### config.mk
export PLATFORM = sky130hd
export DESIGN_NAME = mem_wb_writeback
export DESIGN_NICKNAME = d
export VERILOG_FILES = /design/src/rtl/mem_wb_writeback_pkg.sv /design/src/rtl/mem_wb_writeback_load_align.sv /design/src/rtl/mem_wb_writeback.sv
export SDC_FILE = /design/constraint.sdc
export NUM_CORES = 1
export LEC_CHECK = 0
export BUFFER_PORTS_ARGS = -buffer_cell sky130_fd_sc_hd__buf_2
export CORE_UTILIZATION = 30
export DETAILED_ROUTE_END_ITERATION = 10
export PLACE_DENSITY = 0.62
export SLEW_MARGIN = 20
export SYNTH_ARGS = -nofsm -noshare
export SYNTH_HDL_FRONTEND = slang
export SYNTH_SLANG_ARGS = --single-unit
### constraint.sdc
create_clock -name clk -period 3.74 [get_ports clk]
set_input_delay 0.748 -clock clk [delete_from_list [all_inputs] [get_ports clk]]
set_output_delay 0.748 -clock clk [all_outputs]
set_load 0.005 [all_outputs]
### src/rtl/mem_wb_writeback_pkg.sv
// Shared types for the MEM/WB writeback stage: load-size encodings, FSM states, defaults.
package mem_wb_writeback_pkg;

    localparam int unsigned DataW = 32;

    typedef enum logic [1:0] {
        SizeByte = 2'b00,
        SizeHalf = 2'b01,
        SizeWord = 2'b10,
        SizeRsvd = 2'b11
    } load_size_e;

    typedef enum logic [0:0] {
        StIdle,
        StLoadWait
    } wb_state_e;

    // Reserved size behaves as a word access, including its alignment rule.
    function automatic logic load_aligned(input load_size_e size, input logic [1:0] offset);
        logic ok;
        case (size)
            SizeByte: ok = 1'b1;
            SizeHalf: ok = ~offset[0];
            default:  ok = (offset == 2'b00);
        endcase
        return ok;
    endfunction

endpackage

### src/rtl/mem_wb_writeback_load_align.sv
// Selects the addressed byte/half lane of a little-endian read word and zero/sign-extends it.
module mem_wb_writeback_load_align
    import mem_wb_writeback_pkg::*;
#(
    parameter int unsigned DATA_W = DataW
) (
    input  logic [31:0]       rd_word,
    input  logic [1:0]        offset,
    input  load_size_e        size,
    input  logic              sign_ext,
    output logic [DATA_W-1:0] data
);

    logic [4:0]  byte_sh;
    logic [4:0]  half_sh;
    logic [7:0]  byte_lane;
    logic [15:0] half_lane;

    always_comb begin
        byte_sh   = {offset, 3'b000};
        half_sh   = {offset[1], 4'b0000};
        byte_lane = rd_word[byte_sh +: 8];
        half_lane = rd_word[half_sh +: 16];
        data      = DATA_W'(rd_word);
        case (size)
            SizeByte: data = {{(DATA_W-8){sign_ext & byte_lane[7]}}, byte_lane};
            SizeHalf: data = {{(DATA_W-16){sign_ext & half_lane[15]}}, half_lane};
            default:  data = DATA_W'(rd_word);
        endcase
    end

endmodule

### src/rtl/mem_wb_writeback.sv
// MEM/WB boundary: retires ALU results, performs loads over a req/ack handshake with
// timeout, and drives the register-file write port from registers.
module mem_wb_writeback
    import mem_wb_writeback_pkg::*;
#(
    parameter int unsigned DATA_W  = DataW,
    parameter int unsigned TIMEOUT = 16
) (
    input  logic              clk,
    input  logic              rst_n,
    input  logic              EX_MEM_Valid,
    input  logic              EX_MEM_RegWrite,
    input  logic              EX_MEM_MemToReg,
    input  logic [4:0]        EX_MEM_DstReg,
    input  logic [DATA_W-1:0] EX_MEM_AluResult,
    input  logic [1:0]        EX_MEM_LoadSize,
    input  logic              EX_MEM_LoadSigned,
    output logic              MemReq,
    output logic [31:0]       MemAddr,
    input  logic              MemAck,
    input  logic [31:0]       MemRdData,
    output logic              Stall,
    output logic [4:0]        WB_DstReg,
    output logic [DATA_W-1:0] WB_Data,
    output logic              RegWrite,
    output logic              MisalignErr,
    output logic              BusErr
);

    localparam int unsigned CntW = $clog2(TIMEOUT);

    wb_state_e         state_q;
    logic [CntW-1:0]   cnt_q;
    logic [4:0]        dst_q;
    logic              wr_q;
    load_size_e        size_q;
    logic              sign_q;
    logic [29:0]       word_addr_q;
    logic [1:0]        off_q;

    logic              in_idle;
    logic              in_wait;
    logic              aligned;
    logic              alu_retire;
    logic              load_req;
    logic              misalign;
    logic              timeout_hit;
    logic [DATA_W-1:0] load_data;

    always_comb begin
        in_idle     = (state_q == StIdle);
        in_wait     = (state_q == StLoadWait);
        aligned     = load_aligned(load_size_e'(EX_MEM_LoadSize), EX_MEM_AluResult[1:0]);
        alu_retire  = in_idle && EX_MEM_Valid && !EX_MEM_MemToReg;
        load_req    = in_idle && EX_MEM_Valid && EX_MEM_MemToReg && aligned;
        misalign    = in_idle && EX_MEM_Valid && EX_MEM_MemToReg && !aligned;
        // An ack arriving on the limit cycle takes priority over the abort.
        timeout_hit = in_wait && !MemAck && (cnt_q == CntW'(TIMEOUT - 1));
        MemReq      = load_req || (in_wait && !timeout_hit);
        Stall       = load_req || (in_wait && !MemAck && !timeout_hit);
        MemAddr     = in_wait ? {word_addr_q, 2'b00} : {EX_MEM_AluResult[31:2], 2'b00};
    end

    mem_wb_writeback_load_align #(
        .DATA_W (DATA_W)
    ) u_load_align (
        .rd_word  (MemRdData),
        .offset   (off_q),
        .size     (size_q),
        .sign_ext (sign_q),
        .data     (load_data)
    );

    always_ff @(posedge clk or negedge rst_n) begin
        if (!rst_n) begin
            state_q     <= StIdle;
            cnt_q       <= '0;
            dst_q       <= '0;
            wr_q        <= 1'b0;
            size_q      <= SizeByte;
            sign_q      <= 1'b0;
            word_addr_q <= '0;
            off_q       <= '0;
            WB_DstReg   <= '0;
            WB_Data     <= '0;
            RegWrite    <= 1'b0;
            MisalignErr <= 1'b0;
            BusErr      <= 1'b0;
        end else begin
            RegWrite    <= 1'b0;
            MisalignErr <= 1'b0;
            BusErr      <= 1'b0;
            case (state_q)
                StIdle: begin
                    if (alu_retire) begin
                        WB_DstReg <= EX_MEM_DstReg;
                        WB_Data   <= EX_MEM_AluResult;
                        RegWrite  <= EX_MEM_RegWrite && (EX_MEM_DstReg != 5'd0);
                    end else if (load_req) begin
                        dst_q       <= EX_MEM_DstReg;
                        wr_q        <= EX_MEM_RegWrite;
                        size_q      <= load_size_e'(EX_MEM_LoadSize);
                        sign_q      <= EX_MEM_LoadSigned;
                        word_addr_q <= EX_MEM_AluResult[31:2];
                        off_q       <= EX_MEM_AluResult[1:0];
                        cnt_q       <= '0;
                        state_q     <= StLoadWait;
                    end else if (misalign) begin
                        MisalignErr <= 1'b1;
                    end
                end
                StLoadWait: begin
                    if (MemAck) begin
                        WB_DstReg <= dst_q;
                        WB_Data   <= load_data;
                        RegWrite  <= wr_q && (dst_q != 5'd0);
                        state_q   <= StIdle;
                    end else if (timeout_hit) begin
                        BusErr  <= 1'b1;
                        state_q <= StIdle;
                    end else begin
                        cnt_q <= cnt_q + CntW'(1);
                    end
                end
                default: state_q <= StIdle;
            endcase
        end
    end

endmodule

==> metrics.cfg, run 1 <==
[setup_path]
endpoint_kind = primary output
cp.required_ns = 2.99
path_max_fanout = 23
r2r_start = size_q[1]$_DFFE_PN0P_
timing.rr.end = WB_Data[28]$_DFFE_PN0P_
critPathArrivalTime_ns = 1.95
rrSetupSlack_ns = 1.62
reg2reg_depth = 4
worstSetupStartpointType = flop
path_class = reg2out

[logic_synthesis]
synth_area_leaders = dfrtp_1, mux2_2, o21ai_0
synth_fa_ha_area_share_pct = 0.272
synth.avg_cell_area_um2 = 10.7
yosys.area.top_type = dfrtp_1
ys_warn_count = 0
ys_seq_area_share_pct = 46.9
syn-cell-area_mm2 = 0.00459
synth_edf_count = 0
synth_compound_area_share_pct = 15.8
ys_types = 48
synth-simple-area-share_pct = 11.7
synthMuxAreaShare_pct = 21.3
dominantRegCellSynth = dfrtp_1
synth_top_area_share_pct = 46.9
synthXorXnorAreaFrac_pct = 0.191
yosys_register_bits = 86
synth_top_family_by_area = multiplexers
postSynth.asyncResetShare_pct = 100
syn_inst = 428

[timing]
skew_ns = 0.00837
tightest_slew_ns = 0.844
fmax_mhz = 371
hold_viol_final = 0
setup_violations = 0
holdWs_ns = 0.473
rsz0062_at_grt = no
drv_slew = 0
period_share_pct = 72.1
finalCriticalPeriod_ns = 2.70
slew_headroom_pct = 43.5
tns_ns = 0

[cts]
cts-resized-gates = 0
cts_buffer_depth = 2
cts_sinks = 86
cts_max_level = 3
clk_pin_slew_ns = 0.06
cts_root_buf = clkbuf_16
cts_tree = yes
cts_setup_buffers = 0
cts_buffers = 9
insertion_delay_ns = 0.34
ctsHoldBuffers = 0

[job]
maxCapViolations = 0

[outcome]
status = finished clean

[global_route]
grt_pass1_wl_mm = 21.1
grtUsageTotal_pct = 17.5
grt_max_degree = 61
grt_pass1_vias = 3881
antenna_found_initial = 1
grt_overflow = 0

[floorplanning]
rows = 44
die_w_um = 126
ios = 152
initial_core_util_pct = 31.1
core_area_mm2 = 0.0148
die_area_mm2 = 0.0158
die_h_um = 126

[cells_and_area]
drive_above_1_share_pct = 43.6
final_nets = 645
area_growth_pct = 26.2

[placement]
gp_congestion = 0.781
io_buffers = 149
hpwl_mm = 10.2

[routing]
drtIter0Drc = 222
wl_per_cell_um = 17.8
vias = 3864
vias_per_cell = 5.11
firstDrtPassIters = 4
wirelength_mm = 13.5
drcViolationCount = 0
drtAntennaViolNets = 0

[power]
leakage_nw = 2.71
peakVddDrop_v = 0.000251
powerDensity_mw_per_mm2 = 538

[hold_path]
hold_class = in2async

## metal layers
metal	up-vias	routed length, um	global-route usage [%]
met1	1900	6120	22.4
met2	104	6520	29.3
met4	0	201	6.31
met5	-	0	0
li1	1846	-	-
met3	14	613	3.48
## state kept, by name (all words and copies together), names as in the netlist
| signal | cells |
|---|---|
| sign_q | 1 |
| dst_q | 5 |
| RegWrite | 1 |
| WB_Data | 32 |
| in_wait | 1 |
| off_q | 2 |
| WB_DstReg | 5 |
| cnt_q | 4 |
| word_addr_q | 30 |
| wr_q | 1 |
| size_q | 2 |
| BusErr | 1 |
| MisalignErr | 1 |
## cells in the mapped netlist (all sizes together) (2+ instances only)
master	count
a21oi	24
nor2	17
or3	18
buf	18
a21o	7
nand2b	2
nor3b	5
inv	3
clkbuf	15
dfrtp	86
a31oi	3
nand3b	2
a221oi	8
mux2	71
nor2b	11
nand2	33
o211a	5
nor3	2
o2111a	2
o22ai	9
o21ai	48
nand3	9
mux2i	12
or4	2
## power by group
| group | internal [mW] | leakage [nW] | switching [mW] | total (mW) |
|---|---|---|---|---|
| sequential | 1.17 | 1.02 | 0.188 | 1.36 |
| combinational | 0.448 | 1.53 | 0.411 | 0.859 |
| clock | 0.550 | 0.152 | 0.352 | 0.902 |
| total | 2.17 | 2.71 | 0.951 | 3.12 |
## how the worst max path moves through the flow
stage | startpoint | endpoint | slack (ns) | depth (start not counted)
global route | in_wait$_DFF_PN0_ | Stall | 0.93 | 5
CTS | in_wait$_DFF_PN0_ | Stall | 1.02 | 5
finish | in_wait$_DFF_PN0_ | Stall | 1.04 | 5
global placement | EX_MEM_LoadSize[1] | Stall | 1.09 | 6
floorplan | EX_MEM_LoadSize[1] | MemReq | 1.32 | 5
detailed placement | EX_MEM_LoadSize[1] | Stall | 1.07 | 6
## critical path: stages, from the launching register on
cell      delay [ns]
dfrtp_2         0.55
nand3b_1        0.27
a221o_2         0.35
buf_4           0.23
nand2_1         0.09
buf_2           0.11
## logic make-up after synthesis
| logic type | count (synthesis) |
|---|---|
| multiplexers | 84 |
| AND/OR/NAND/NOR | 105 |
| buffers and inverters | 36 |
| other | 1 |
| flip-flops | 86 |
| AO/OA/AOI/OAI | 114 |
| XOR/XNOR | 1 |
| adder cells (fa/ha/maj) | 1 |
## per-stage QoR
| step | utilization (%) | area [um2] | power, mW | instances | setup WS [ns] |
|---|---|---|---|---|---|
| 5_1_grt | 39.3 | 5800 | 3.32 | 755 | 0.933 |
| 2_1_floorplan | - | 4600 | 1.85 | 429 | 1.32 |
| 6_report | 39.3 | 5800 | 3.12 | 756 | 1.04 |
| 4_1_cts | 39.3 | 5800 | 3.16 | 755 | 1.02 |
| 3_3_place_gp | 37.2 | 5490 | 2.20 | 739 | 1.09 |
| 3_5_place_dp | 37.2 | 5490 | 2.24 | 739 | 1.07 |
## cells in the final DEF, fill, tap and decap left out, types with 7 or more instances in the layout
cell type / n
a21o_1: 7
a21oi_1: 24
a221oi_1: 7
buf_2: 148
buf_4: 11
clkbuf_16: 9
dfrtp_1: 85
mux2_2: 58
mux2_4: 10
mux2i_1: 12
nand2_1: 33
nand3_1: 9
nor2_1: 17
nor2b_1: 11
o21ai_0: 47
o22ai_1: 9
or3_1: 18
## final cells by class
class	count	area, um2
Inverter	3	11.3
Timing Repair Buffer	159	823
Antenna cell	1	2.50
Clock inverter	4	45.0
Fill cell	1475	8960
Clock buffer	12	256
Sequential cell	86	2150
Multi-Input combinational cell	307	2280
Tap cell	184	230
(Power assumes the default switching activity.)
==> run 2: changes to the inputs <==
- PLACE_DENSITY: 0.62 -> 0.64
- clock period: 3.74 -> 2.44 ns (I/O delays scaled with it)
==> run 2 against run 1 <==
Effect of this change: sequential cell count stayed put; critical path depth shrank 1; global-route usage rose by 0.56 points; design area increased by 2.3%; final cell count is 0.66% higher; setup slack worse by 0.87 ns; critical endpoint is now MemReq.
==> metrics.cfg, run 2 (synthesized netlist as in run 1, its figures left out) <==
[cells_and_area]
final_common_cell = buf_2
top_register = WB_Data
nFillCells = 1471  ; -0.27%
utilization_pct = 40.2  ; +0.92 points
final_nets = 650  ; +0.78%
drive_above_1_share_pct = 44.1  ; +0.49 points
reg_top3 = WB_Data x32, word_addr_q x30
largest_register_ffs = 32  ; unchanged
layout_common_cells = buf_2, dfrtp_1, mux2_2
area_growth_pct = 29.2

[global_route]
antenna_found_initial = 2  ; +1
grt_max_degree = 47  ; -23%
grt_pass1_vias = 4031  ; +3.9%
grt_overflow = 0  ; unchanged
grtUsageTotal_pct = 18.0  ; +0.56 points
grt_pass1_wl_mm = 21.8  ; +3.4%

[power]
power_mw = 5.22  ; +67%
powerDensity_mw_per_mm2 = 880  ; +64%
p_switching_mw = 1.51  ; +59%
leakage_nw = 2.77  ; +2.2%
pwr-share-comb_pct = 26.6  ; -0.9 points
swShare_pct = 29.0  ; -1.5 points
seqPwrFrac_pct = 39.1  ; -4.4 points
internal_power_mw = 3.71  ; +71%
p_clk_share_pct = 34.3  ; +5.4 points
peakVddDrop_v = 0.000388  ; +55%

[floorplanning]
die_h_um = 126  ; unchanged
die_area_mm2 = 0.0158  ; unchanged
ios = 152  ; unchanged
rows = 44  ; unchanged
die_w_um = 126  ; unchanged
core_area_mm2 = 0.0148  ; unchanged
initial_core_util_pct = 31.1  ; unchanged

[cts]
cts_buffers = 9  ; unchanged
cts_root_buf = clkbuf_16
cts_sinks = 86  ; unchanged
cts-resized-gates = 0  ; unchanged
cts_buffer_depth = 2  ; unchanged
cts_max_level = 3  ; unchanged
insertion_delay_ns = 0.35  ; about the same
cts_tree = yes
clk_pin_slew_ns = 0.06  ; about the same
ctsHoldBuffers = 0  ; unchanged
cts_setup_buffers = 0  ; unchanged

[timing]
fmax_mhz = 441
drv_slew = 0  ; unchanged
hold_viol_final = 0  ; unchanged
skew_ns = 0.00455  ; -0.00383 ns
setup_violations = 0  ; unchanged
slew_headroom_pct = 41.8  ; -1.7 points
tns_ns = 0  ; unchanged
period_share_pct = 92.9
rsz0062_at_grt = no
finalCriticalPeriod_ns = 2.27
tightest_slew_ns = 0.870  ; +0.0253 ns

[setup_path]
cp.required_ns = 1.95  ; -1.04 ns
worstSetupStartpointType = flop
path_max_fanout = 10  ; -57%
rrSetupSlack_ns = 0.30  ; -1.32 ns
crit_path_top_delay_cell = dfrtp_2
crit_path_cell_trace = nand3b_1, a221o_2, o21ai_0, buf_2
slowest_delay_ns = 0.47  ; -0.08 ns
reg2reg_depth = 4  ; unchanged
path_class = reg2out
critPathArrivalTime_ns = 1.78  ; -0.17 ns
timing.rr.end = WB_Data[22]$_DFFE_PN0P_
crit_buf_inv = 1  ; -1
path_delay_family = compound AO/OA/AOI/OAI gates
endpoint_kind = primary output
r2r_start = off_q[1]$_DFFE_PN0P_

[routing]
wl_per_cell_um = 18.5  ; +4.0%
vias_per_cell = 5.23  ; +2.2%
drtAntennaViolNets = 0  ; unchanged
vias = 3977  ; +2.9%
drcViolationCount = 0  ; unchanged
wirelength_mm = 14.1  ; +4.7%
drtIter0Drc = 300  ; +35%
firstDrtPassIters = 5  ; +1

[outcome]
status = finished clean

[placement]
gp_congestion = 0.784  ; +0.27%
io_buffers = 149  ; unchanged
hpwl_mm = 10.5  ; +2.2%

[job]
maxCapViolations = 0  ; unchanged

[hold_path]
hold_class = in2async

run 2: layout make-up:
cell class / count / area, um2 / area share [%]
clock inverters: 6 / 158 / 2.66
diodes: 1 / 2.50 / 0.0422
inverters: 3 / 11.3 / 0.190
well taps: 184 / 230 / 3.88
repair buffers: 164 / 873 / 14.7
multi-input cells: 307 / 2280 / 38.4
flip-flops and latches: 86 / 2150 / 36.3
clock buffers: 10 / 229 / 3.86
run 2: stage by stage:
stage	std cells	area (um2)	setup WS [ns]	hold WS, ns
after floorplan	429	4600	0.523	0.192
after global placement	744	5540	0.372	0.455
after detailed placement	744	5540	0.291	0.471
after CTS	760	5930	0.143	0.143
after global routing	761	5930	0.0528	0.162
final	761	5930	0.173	0.129
run 2: power by group through the flow:
stage	Sequential (mW)	Combinational [mW]	Clock (mW)
after CTS	2.04	1.40	1.83
after floorplan	1.99	0.842	0
after global placement	2.04	1.35	0
final	2.04	1.39	1.79
after detailed placement	2.06	1.39	0
after global routing	2.08	1.53	1.88
run 2: worst max path at each step:
stage                                     from                 endpoint  slack [ns]  cells after the start
final                        in_wait$_DFF_PN0_                   MemReq        0.17                      4
after global routing         in_wait$_DFF_PN0_                    Stall        0.05                      5
after CTS                    in_wait$_DFF_PN0_                   MemReq        0.14                      4
after detailed placement  off_q[1]$_DFFE_PN0P_  WB_Data[22]$_DFFE_PN0P_        0.29                      4
after global placement      EX_MEM_LoadSize[1]                   MemReq        0.37                      5
after floorplan              in_wait$_DFF_PN0_              MemAddr[15]        0.52                      4
run 2: layer usage:
layer / GRT usage (%) / wire length [um] / vias to the layer above
met5: 0 / 13 / -
met4: 6.66 / 287 / 2
met3: 4.50 / 805 / 23
met2: 29.4 / 6670 / 147
met1: 23.2 / 6300 / 1958
li1: - / - / 1847
